`src/rtl/controller_sequencer_pkg.sv`:
```
// Shared types for the SAP-1 control unit: ring-state indices, the control word and its idle value.
package sap1_pkg;

    typedef enum logic [2:0] {
        T1     = 3'd0,
        T2     = 3'd1,
        T3     = 3'd2,
        T4     = 3'd3,
        T5     = 3'd4,
        T6     = 3'd5,
        HALTED = 3'd6
    } t_state_e;

    typedef struct packed {
        logic cp;
        logic ep;
        logic ea;
        logic su;
        logic eu;
        logic lm_bar;
        logic ce_bar;
        logic li_bar;
        logic ei_bar;
        logic la_bar;
        logic lb_bar;
        logic lo_bar;
    } ctrl_word_t;

    localparam ctrl_word_t CTRL_IDLE = '{
        cp: 1'b0, ep: 1'b0, ea: 1'b0, su: 1'b0, eu: 1'b0,
        lm_bar: 1'b1, ce_bar: 1'b1, li_bar: 1'b1, ei_bar: 1'b1,
        la_bar: 1'b1, lb_bar: 1'b1, lo_bar: 1'b1
    };

    localparam int NUM_T_STATES = 6;

endpackage

```
`src/rtl/controller_sequencer_ring_counter.sv`:
```
// One-hot T-state ring: async clear and sync park both land on T1; wrap jumps back to T1 early.
module ring_counter #(
    parameter int N = 6
) (
    input  logic         clk,
    input  logic         clear_bar,
    input  logic         park,
    input  logic         wrap,
    input  logic         hold,
    output logic [N-1:0] ring
);

    localparam logic [N-1:0] FIRST = {{(N-1){1'b0}}, 1'b1};

    always_ff @(posedge clk or negedge clear_bar) begin
        if (!clear_bar) begin
            ring <= FIRST;
        end else if (park) begin
            ring <= FIRST;
        end else if (hold) begin
            ring <= ring;
        end else if (wrap) begin
            ring <= FIRST;
        end else begin
            ring <= {ring[N-2:0], ring[N-1]};
        end
    end

endmodule

```
`src/rtl/controller_sequencer.sv`:
```
// SAP-1 control unit: ring counter plus HALTED flop; the control word is a pure decode of state and flags.
module controller_sequencer
    import sap1_pkg::*;
#(
    parameter int NUM_T_STATES = sap1_pkg::NUM_T_STATES,
    parameter bit SKIP_NOP     = 1'b0
) (
    input  logic       clk,
    input  logic       clear_bar,
    input  logic       run_not_prog,
    input  logic       lda,
    input  logic       add,
    input  logic       sub,
    input  logic       out,
    input  logic       hlt,
    output logic       Cp,
    output logic       Ep,
    output logic       Ea,
    output logic       Su,
    output logic       Eu,
    output logic       Lm_bar,
    output logic       ce_bar,
    output logic       Li_bar,
    output logic       Ei_bar,
    output logic       La_bar,
    output logic       Lb_bar,
    output logic       Lo_bar,
    output logic [5:0] t_state,
    output logic       halted
);

    if (NUM_T_STATES != 6) begin : g_bad_t_states
        $error("controller_sequencer: NUM_T_STATES must be 6");
    end

    logic [5:0] ring;
    logic       sel_hlt, sel_out, sel_sub, sel_add, sel_lda;
    logic       active, wrap, halt_now;
    ctrl_word_t cw;

    // Flag priority: hlt > out > sub > add > lda.
    assign sel_hlt = hlt;
    assign sel_out = out & ~hlt;
    assign sel_sub = sub & ~out & ~hlt;
    assign sel_add = add & ~sub & ~out & ~hlt;
    assign sel_lda = lda & ~add & ~sub & ~out & ~hlt;

    assign active   = clear_bar & run_not_prog & ~halted;
    assign halt_now = active & ring[T4] & sel_hlt;
    assign wrap     = SKIP_NOP & active & ((ring[T5] & sel_lda) | (ring[T4] & sel_out));

    ring_counter #(.N(6)) u_ring (
        .clk       (clk),
        .clear_bar (clear_bar),
        .park      (~run_not_prog & ~halted),
        .wrap      (wrap),
        .hold      (halted),
        .ring      (ring)
    );

    always_ff @(posedge clk or negedge clear_bar) begin
        if (!clear_bar) begin
            halted <= 1'b0;
        end else if (halt_now) begin
            halted <= 1'b1;
        end
    end

    always_comb begin
        cw = CTRL_IDLE;
        if (active) begin
            if (ring[T1]) begin
                cw.ep     = 1'b1;
                cw.lm_bar = 1'b0;
            end
            if (ring[T2]) begin
                cw.cp = 1'b1;
            end
            if (ring[T3]) begin
                cw.ce_bar = 1'b0;
                cw.li_bar = 1'b0;
            end
            if (ring[T4]) begin
                if (sel_out) begin
                    cw.ea     = 1'b1;
                    cw.lo_bar = 1'b0;
                end else if (sel_lda | sel_add | sel_sub) begin
                    cw.ei_bar = 1'b0;
                    cw.lm_bar = 1'b0;
                end
            end
            if (ring[T5]) begin
                if (sel_lda) begin
                    cw.ce_bar = 1'b0;
                    cw.la_bar = 1'b0;
                end else if (sel_add | sel_sub) begin
                    cw.ce_bar = 1'b0;
                    cw.lb_bar = 1'b0;
                end
            end
            if (ring[T6] && (sel_add | sel_sub)) begin
                cw.eu     = 1'b1;
                cw.su     = sel_sub;
                cw.la_bar = 1'b0;
            end
        end
    end

    assign Cp      = cw.cp;
    assign Ep      = cw.ep;
    assign Ea      = cw.ea;
    assign Su      = cw.su;
    assign Eu      = cw.eu;
    assign Lm_bar  = cw.lm_bar;
    assign ce_bar  = cw.ce_bar;
    assign Li_bar  = cw.li_bar;
    assign Ei_bar  = cw.ei_bar;
    assign La_bar  = cw.la_bar;
    assign Lb_bar  = cw.lb_bar;
    assign Lo_bar  = cw.lo_bar;
    assign t_state = halted ? 6'b000000 : ring;

endmodule

```
`config.mk`:
```
export PLATFORM = sky130hd
export DESIGN_NAME = controller_sequencer
export DESIGN_NICKNAME = d
export VERILOG_FILES = /design/src/rtl/controller_sequencer_pkg.sv /design/src/rtl/controller_sequencer_ring_counter.sv /design/src/rtl/controller_sequencer.sv
export SDC_FILE = /design/constraint.sdc
export NUM_CORES = 1
export LEC_CHECK = 0
export BUFFER_PORTS_ARGS = -buffer_cell sky130_fd_sc_hd__buf_2
export CAP_MARGIN = 30
export CORE_AREA = 2 2 39 41
export CTS_CLUSTER_DIAMETER = 60
export DETAILED_ROUTE_END_ITERATION = 12
export DIE_AREA = 0 0 41 43
export GPL_ROUTABILITY_DRIVEN = 0
export PLACE_DENSITY_LB_ADDON = 0.3
export SLEW_MARGIN = 20
export SYNTH_ARGS = -nofsm -noshare
export SYNTH_HDL_FRONTEND = slang
export SYNTH_SLANG_ARGS = --single-unit
export TNS_END_PERCENT = 10
```
`constraint.sdc`:
```
create_clock -name clk -period 2.8 [get_ports clk]
set_input_delay 0.84 -clock clk [delete_from_list [all_inputs] [get_ports clk]]
set_output_delay 0.84 -clock clk [all_outputs]
set_load 0.1 [all_outputs]
```
# --- Yosys cells after proc, flatten, opt, wreduce, memory -nomap -nowiden ---
# Index checks and enable logic that the tools add are counted.
word_totals:
  ff_bits: 7
  input_bits: 8
  output_inout_bits: 19
  wordCells: 55
classes:
  n_eq_ne: 1
  n_mux: 27
  bitwise: 24
  n_reduce_logical: 1
op_table:
  columns: ["op", "n"]
  rows:
  - ["$mux 1", 20]
  - ["$mux 6", 3]
  - ["$and 1x1->1", 15]
  - ["$mux 12", 1]
  - ["$mux 2", 3]
  - ["$not 1->1", 6]
  - ["$or 1x1->1", 3]
  - ["$ne 2x1->1 const B", 1]
  - ["$logic_and 1x1->1", 1]

# --- Depth between registers and ports, before layout ---
# Gate-level depths: netlist of run 1.
depth:
  word_depth: 11
  ltp_mapped: 3

# --- Cells and area by module ---
# A second synthesis of run 1 with hierarchy kept.
unflattened:
  hier_cells: 60
  hier_area_um2: 509.2
modules_own_cells:
  columns: ["mod", "n_inst", "cells_per_inst", "area_per_inst_um2"]
  rows:
  - ["ring_counter", 1, 25, 265.3]
  - ["controller_sequencer", 1, 35, 244.0]

# --- Worst setup path before layout of run 1 ---
# No wires, ideal clock.
synth_path:
  path_kind: "flip-flop to output port"
  startpoint: "register halted"
  endpoint: "output Lm_bar"
  arrival_ns: 3.469
  t_required_ns: 1.960
  slack_ns: -1.509
  path_stages_with_launch: 4
  n_path_buf: 1
  path_cell_list: "dfrtp_1 -> buf_6 -> and4b_1 -> a31oi_1"
synth_via:
  elab_chain_len: 3
synth_lines:
  columns: ["element", "line", "rtl"]
  rows:
  - ["start: declaration", "controller_sequencer.sv:29", "output logic halted"]
  - ["start signal: assignment", "controller_sequencer.sv:63", "halted <= 1'b0;"]
  - ["start signal: assignment", "controller_sequencer.sv:65", "halted <= 1'b1;"]
  - ["$not 1->1", "controller_sequencer.sv:48", "assign active = clear_bar & run_not_prog & ~halted;"]
  - ["$and 1x1->1", "controller_sequencer.sv:48", null]
  - ["$mux 12", "controller_sequencer.sv:71", "if (active) begin"]
  - ["end: declaration", "controller_sequencer.sv:21", "output logic Lm_bar,"]
# Every way passes these cells.

# --- Worst setup path in the final report of run 1 ---
layout_path:
  startpoint: "input sub"
  endpoint: "output ce_bar"
layout_via:
  elab_chain_len: 9
layout_lines:
  columns: ["element", "line", "rtl"]
  rows:
  - ["start: declaration", "controller_sequencer.sv:13", "input logic sub,"]
  - ["$not 1->1", "controller_sequencer.sv:45, controller_sequencer.sv:46", null]
  - ["$and 1x1->1 (3 in series)", "controller_sequencer.sv:45", "assign sel_add = add & ~sub & ~out & ~hlt;"]
  - ["$or 1x1->1", "controller_sequencer.sv:96", "end else if (sel_add | sel_sub) begin"]
  - ["$mux 1", "controller_sequencer.sv:96", null]
  - ["$mux 1 (*)", "controller_sequencer.sv:93", "if (sel_lda) begin"]
  - ["$mux 1 (*)", "controller_sequencer.sv:92", "if (ring[T5]) begin"]
  - ["$mux 12 (*)", "controller_sequencer.sv:71", null]
  - ["end: declaration", "controller_sequencer.sv:22", "output logic ce_bar,"]
# Mark *: on every way between the ends. The rest lies on a longest branch, timed or not.

==> impl_metrics.env, run 1 <==
export IMPL_run_status="finished, final reports clean"
export IMPL_final_nets=82
export IMPL_netlist_top_cell_by_area="sky130_fd_sc_hd__dfrtp_1"
export IMPL_worst_setup_path_type="primary input to output port"
export IMPL_yosys_register_bits=7
export IMPL_slew_headroom=0.676
export IMPL_dieWidth_um=41
export IMPL_n_fill_cell=117
export IMPL_detailedRoute_firstIterationViolations=5
export IMPL_placement_rows=14
export IMPL_wire_per_inst_um=12.1
export IMPL_cts_buffers=3
export IMPL_fraction_of_post_synthesis_cell_area_in_the_top_cell_type_by_area=0.326
export IMPL_yosysWarningCount=0
export IMPL_total_power_uw=828
export IMPL_detail_route_first_pass_iterations=4
export IMPL_cts_post_setup_buffers_inserted=0
export IMPL_ctsResizeCount=0
export IMPL_skew_ns=0.00182
export IMPL_max_freq_mhz=370
export IMPL_p_per_area_nw_per_um2=987
export IMPL_placedCellCount=85
export IMPL_drt_wl_total_um=1070
export IMPL_highest_net_fanout_along_the_worst_path=6
export IMPL_worst_slew_pin_transition_ns=0.489
export IMPL_summed_area_of_non_filler_cells_in_the_final_layout_sq_um=840
export IMPL_cts_root_buf="sky130_fd_sc_hd__clkbuf_4"
export IMPL_worst_endpoint_required_ns=1.96
export IMPL_netlist_top_cells_count="sky130_fd_sc_hd__dfrtp_1 (6), sky130_fd_sc_hd__a22o_1 (5), sky130_fd_sc_hd__and2b_1 (5)"
export IMPL_grt_pass1_vias=418
export IMPL_largest_net_degree_at_the_start_of_global_routing=20
export IMPL_setup_violations_final=0
export IMPL_setup_tns_ns=0
export IMPL_timing_max_transition_violations_final=0
export IMPL_synth_area_per_cell_sq_um=10.7
export IMPL_timing_critical_path_from_type="primary input"
export IMPL_grt_setup_unrepaired="false"
export IMPL_placedInstanceArea_sq_um=813
export IMPL_shortest_period_the_worst_path_allows_ns=2.70
export IMPL_syn_cell_area_sq_um=460
export IMPL_worst_ir_drop_vdd_uv=982
export IMPL_layout_area_overhead_vs_synth_pct=82.3
export IMPL_die_area_sq_um=1760
export IMPL_global_route_usage_total=0.147
export IMPL_ys_seq_area_frac=0.383
export IMPL_core_area_sq_um=1380
export IMPL_drv_max_cap_violation_count=0
export IMPL_postSynth_topFlopCell="sky130_fd_sc_hd__dfrtp_1"
export IMPL_power_leakage_nw=0.415
export IMPL_clk_pin_slew_worst_paths_ns=0.05
export IMPL_floorplan_initialDensity=0.333
export IMPL_remaining_global_route_overflow=0
export IMPL_via_per_inst=5.35
export IMPL_finalNonFillerCells=89
export IMPL_die_height_um=43
export IMPL_post_cts_hold_buffer_count=0
export IMPL_insertedDiodeCount=0
export IMPL_drc_violation_count_after_routing=0
export IMPL_report_final_hold_viol_count=0
export IMPL_synthTopCellsByArea="sky130_fd_sc_hd__dfrtp_1 (33%), sky130_fd_sc_hd__a22o_1 (9.5%), sky130_fd_sc_hd__and2b_1 (8.2%)"
export IMPL_hp_class="primary input to async pin"
export IMPL_worst_ep_arrival_time_ns=1.86
export IMPL_first_pass_grt_wire_length_um=1770
export IMPL_clock_sinks=7
export IMPL_synth_enable_flop_cells=0
export IMPL_synthesis_nets=51
export IMPL_ioPinCount=27
export IMPL_postSynth_asyncResetShare=1.00
export IMPL_synth_most_common_cell="sky130_fd_sc_hd__dfrtp_1"
export IMPL_timing_final_crit_share=0.964
export IMPL_io_buffers=26
export IMPL_synth_distinct_cells=25
export IMPL_postSynthCellCount=43
export IMPL_clkLatencyLatePin_ns=0.24
export IMPL_dr_total_vias=476
export IMPL_clock_tree_htree_level_count=1
export IMPL_antenna_left=0
export IMPL_ctsLongestPathBuffers=2
export IMPL_share_of_layout_cells_above_drive_strength_1=0.521
export IMPL_worst_slack_placed_ns=0.101
export IMPL_crit_path_end_kind="output port"
export IMPL_antenna_found_initial=0
export IMPL_cts_tree="yes"
export IMPL_dpl_hpwl_um=860
export IMPL_worst_slack_ns=0.100
worst paths after layout:
check,start,end,slack (ns),depth (start not counted)
min,clear_bar,u_ring.ring[2],0.42,1
max,sub,ce_bar,0.10,4
min in group clk,u_ring.ring[0],u_ring.ring[0],0.51,2
max reg2reg,halted,halted,1.66,2
max in group asynchronous,clear_bar,u_ring.ring[0],2.02,2
min reg2reg,u_ring.ring[0],u_ring.ring[0],0.51,2
logic make-up after synthesis:
logic type | share of synthesized area
AOI/OAI and AO/OA | 0.231
buffers and inverters | 0.0435
DFF | 0.383
and+or+nand+nor | 0.342
layout make-up:
cell class,instances,area [sq um],area share
inverters,1,3.75,0.00447
clock buffers,4,26.3,0.0313
flip-flops and latches,7,178,0.212
well taps,16,20.0,0.0238
multi-input cells,33,287,0.341
repair buffers,28,325,0.387
report_power, final:
| group | total, mW | internal, mW | switching, mW |
|---|---|---|---|
| Sequential | 0.195 | 0.143 | 0.0522 |
| Clock | 0.0887 | 0.0542 | 0.0345 |
| Combinational | 0.545 | 0.134 | 0.411 |
sequential cells by signal (all words and copies together), names as in the netlist:
name / flops
u_ring.ring: 6
halted: 1
worst max-delay path, stage by stage:
cell	delay (ns)
sky130_fd_sc_hd__buf_2	0.13
sky130_fd_sc_hd__or3_4	0.42
sky130_fd_sc_hd__a41oi_2	0.26
sky130_fd_sc_hd__buf_12	0.21
routing by layer:
metal | share of wire | GRT usage | vias to the layer above
met5 | 0 | 0 | -
met2 | 0.47 | 0.206 | 21
met1 | 0.44 | 0.198 | 224
met3 | 0.082 | 0.0366 | 2
met4 | 0.0037 | 0.0800 | 0
li1 | - | - | 229
per-stage QoR:
stage,hold slack [ns],util
detailed placement,0.509,0.588
global placement,0.498,0.588
finish,0.416,0.607
global route,0.407,0.607
floorplan,0.482,-
CTS,0.410,0.607
layout by cell type, fill, tap and decap left out:
cell / n
sky130_fd_sc_hd__o2111a_1: 1
sky130_fd_sc_hd__a41oi_2: 1
sky130_fd_sc_hd__and3b_1: 2
sky130_fd_sc_hd__nor2b_1: 2
sky130_fd_sc_hd__and4bb_2: 1
sky130_fd_sc_hd__and4b_1: 3
sky130_fd_sc_hd__buf_2: 14
sky130_fd_sc_hd__nand3b_1: 1
sky130_fd_sc_hd__dfrtp_1: 5
sky130_fd_sc_hd__o211ai_1: 1
sky130_fd_sc_hd__or3_4: 1
sky130_fd_sc_hd__o2111ai_1: 1
sky130_fd_sc_hd__and2_1: 1
sky130_fd_sc_hd__a31oi_4: 1
sky130_fd_sc_hd__clkbuf_1: 1
sky130_fd_sc_hd__inv_1: 1
sky130_fd_sc_hd__and4_2: 1
sky130_fd_sc_hd__buf_4: 2
sky130_fd_sc_hd__a21o_1: 1
sky130_fd_sc_hd__dfstp_2: 1
sky130_fd_sc_hd__dfrtp_2: 1
sky130_fd_sc_hd__a21oi_1: 1
sky130_fd_sc_hd__a22o_1: 5
sky130_fd_sc_hd__nand3_1: 1
sky130_fd_sc_hd__and2b_1: 5
sky130_fd_sc_hd__o21a_1: 1
sky130_fd_sc_hd__nor2_1: 2
sky130_fd_sc_hd__buf_12: 12
sky130_fd_sc_hd__clkbuf_4: 3
(Power assumes the default switching activity.)
==> run 2, diff against run 1 <==
--- a/config.mk
+++ b/config.mk
@@ -8,7 +8,8 @@
 export BUFFER_PORTS_ARGS = -buffer_cell sky130_fd_sc_hd__buf_2
 export CAP_MARGIN = 30
 export CORE_AREA = 2 2 39 41
-export CTS_CLUSTER_DIAMETER = 60
+export CTS_BUF_LIST = sky130_fd_sc_hd__clkbuf_4 sky130_fd_sc_hd__clkbuf_8
+export CTS_CLUSTER_DIAMETER = 30
 export DETAILED_ROUTE_END_ITERATION = 12
 export DIE_AREA = 0 0 41 43
 export GPL_ROUTABILITY_DRIVEN = 0
==> run 2 against run 1 <==
Effect of this change:
- count of clock-buffer cells in the layout did not move
- utilization up 0.27 points
- critical path type unchanged
- via count grew 0.21%
- power rose by 1.3%
- cell count unchanged
- critical endpoint unchanged
- clock skew about the same
- clock power increased by 11%
- first-iteration DRC count is 40% lower
- critical path depth is the same
- largest cell class unchanged
- sequential power barely moved
- die area did not move
==> impl_metrics.env, run 2 (same netlist as run 1, synthesis figures left out) <==
export IMPL_run_status="finished, final reports clean"
export IMPL_floorplan_initialDensity=0.333
export IMPL_share_of_layout_cells_above_drive_strength_1=0.534
export IMPL_detailedRoute_firstIterationViolations=3
export IMPL_clk_pin_slew_worst_paths_ns=0.05
export IMPL_slew_headroom=0.676
export IMPL_largest_net_degree_at_the_start_of_global_routing=20
export IMPL_dr_total_vias=477
export IMPL_final_nets=82
export IMPL_cts_post_setup_buffers_inserted=0
export IMPL_grt_pass1_vias=417
export IMPL_post_cts_hold_buffer_count=0
export IMPL_part_of_the_power_in_combinational_logic=0.649
export IMPL_worst_ep_arrival_time_ns=1.86
export IMPL_die_area_sq_um=1760
export IMPL_core_area_sq_um=1380
export IMPL_remaining_global_route_overflow=0
export IMPL_via_per_inst=5.36
export IMPL_hold_slack_ns=0.416
export IMPL_drt_wl_total_um=1090
export IMPL_worstPathCellList="buf_2 > or3_4 > a41oi_2 > buf_12"
export IMPL_highest_net_fanout_along_the_worst_path=6
export IMPL_worst_slew_pin_transition_ns=0.489
export IMPL_net_switching_power_uw=499
export IMPL_clock_sinks=7
export IMPL_worst_ir_drop_vdd_uv=982
export IMPL_detail_route_first_pass_iterations=3
export IMPL_finalNonFillerCells=89
export IMPL_drc_violation_count_after_routing=0
export IMPL_cts_root_buf="sky130_fd_sc_hd__clkbuf_4"
export IMPL_p_per_area_nw_per_um2=995
export IMPL_registers_top_by_ff_count="u_ring.ring"
export IMPL_crit_path_end_kind="output port"
export IMPL_power_leakage_nw=0.418
export IMPL_n_fill_cell=116
export IMPL_number_of_buffer_and_inverter_instances_along_the_worst_setup_path=2
export IMPL_clkLatencyLatePin_ns=0.24
export IMPL_io_buffers=26
export IMPL_commonest_cells_after_routing_fill_and_taps_aside="sky130_fd_sc_hd__buf_2 (14), sky130_fd_sc_hd__buf_12 (12), sky130_fd_sc_hd__and2b_1 (5), sky130_fd_sc_hd__a22o_1 (5), sky130_fd_sc_hd__dfrtp_1 (5)"
export IMPL_placement_rows=14
export IMPL_clockPowerShare=0.118
export IMPL_power_share_sequential=0.233
export IMPL_antenna_found_initial=0
export IMPL_critical_path_max_stage_delay_ns=0.42
export IMPL_ff2ff_path_depth=2
export IMPL_hp_class="primary input to async pin"
export IMPL_internal_power_uw=340
export IMPL_worst_endpoint_required_ns=1.96
export IMPL_reg_largest_list="u_ring.ring x6, halted x1"
export IMPL_first_pass_grt_wire_length_um=1770
export IMPL_wire_per_inst_um=12.2
export IMPL_layout_area_overhead_vs_synth_pct=83.2
export IMPL_dieWidth_um=41
export IMPL_ioPinCount=27
export IMPL_dpl_hpwl_um=860
export IMPL_total_power_uw=839
export IMPL_drv_max_cap_violation_count=0
export IMPL_clock_tree_htree_level_count=1
export IMPL_worst_setup_path_type="primary input to output port"
export IMPL_layout_core_utilization=0.609
export IMPL_ctsResizeCount=0
export IMPL_critPathSlowestCell="sky130_fd_sc_hd__or3_4"
export IMPL_switching_portion_of_total_power=0.595
export IMPL_timing_critical_path_from_type="primary input"
export IMPL_grt_setup_unrepaired="false"
export IMPL_final_common_cell="sky130_fd_sc_hd__buf_2"
export IMPL_cts_tree="yes"
export IMPL_report_final_hold_viol_count=0
export IMPL_timing_max_transition_violations_final=0
export IMPL_timing_final_crit_share=0.964
export IMPL_antenna_left=0
export IMPL_shortest_period_the_worst_path_allows_ns=2.70
export IMPL_insertedDiodeCount=0
export IMPL_setup_violations_final=0
export IMPL_summed_area_of_non_filler_cells_in_the_final_layout_sq_um=843
export IMPL_placedCellCount=85
export IMPL_largest_register_ffs=6
export IMPL_cts_buffers=3
export IMPL_placedInstanceArea_sq_um=813
export IMPL_die_height_um=43
export IMPL_path_depth=4
export IMPL_ctsLongestPathBuffers=2
export IMPL_path_delay_family="simple AND/OR/NAND/NOR gates"
export IMPL_skew_ns=0.00139
export IMPL_max_freq_mhz=370
export IMPL_global_route_usage_total=0.147
==> run 2: changes by cell type in the layout (fill, tap and decap cells not counted) <==
cell,change
sky130_fd_sc_hd__clkbuf_1,-1
sky130_fd_sc_hd__clkbuf_4,+1
==> run 2: worst reg2reg max path: cells and delay by family, from the launching register on <==
| kind | cells | cell delay (ns) |
|---|---|---|
| and+or+nand+nor | 1 | 0.43 |
| AOI/OAI and AO/OA | 1 | 0.15 |
| DFF | 1 | 0.50 |
==> run 2: routing by layer <==
metal / up-vias / wire (um) / global-route usage
li1: 228 / - / -
met1: 226 / 472 / 0.198
met2: 21 / 522 / 0.206
met3: 2 / 88 / 0.0366
met4: 0 / 4 / 0.0800
met5: - / 0 / 0
==> run 2: power by group through the flow <==
| stage | clock network (mW) | registers [mW] | logic (mW) |
|---|---|---|---|
| floorplan | 0 | 0.224 | 0.416 |
| global placement | 0 | 0.194 | 0.544 |
| detailed placement | 0 | 0.196 | 0.547 |
| CTS | 0.103 | 0.196 | 0.548 |
| global route | 0.112 | 0.205 | 0.564 |
| finish | 0.0986 | 0.196 | 0.545 |
==> run 2: cell type report <==
class | instances | area, sq um | area share
clock buffer | 4 | 30.0 | 0.0356
tap | 16 | 20.0 | 0.0237
sequential | 7 | 178 | 0.211
timing repair buffer | 28 | 325 | 0.386
multi-input combinational | 33 | 287 | 0.340
inverter | 1 | 3.75 | 0.00445
==> run 2: through the flow <==
stage	TNS [ns]	setup WS, ns
4_1_cts	0	0.0988
6_report	0	0.100
5_1_grt	0	0.0707
3_3_place_gp	0	0.113
3_5_place_dp	0	0.101
2_1_floorplan	-2.34	-0.560
==> run 2: final timing paths <==
check / startpoint / to / slack (ns)
max in group asynchronous: clear_bar / u_ring.ring[0] / 2.01
hold / removal: clear_bar / u_ring.ring[2] / 0.42
min in group clk: u_ring.ring[0] / u_ring.ring[0] / 0.51
hold reg to reg: u_ring.ring[0] / u_ring.ring[0] / 0.51
setup / recovery: sub / ce_bar / 0.10
setup reg to reg: halted / halted / 1.66
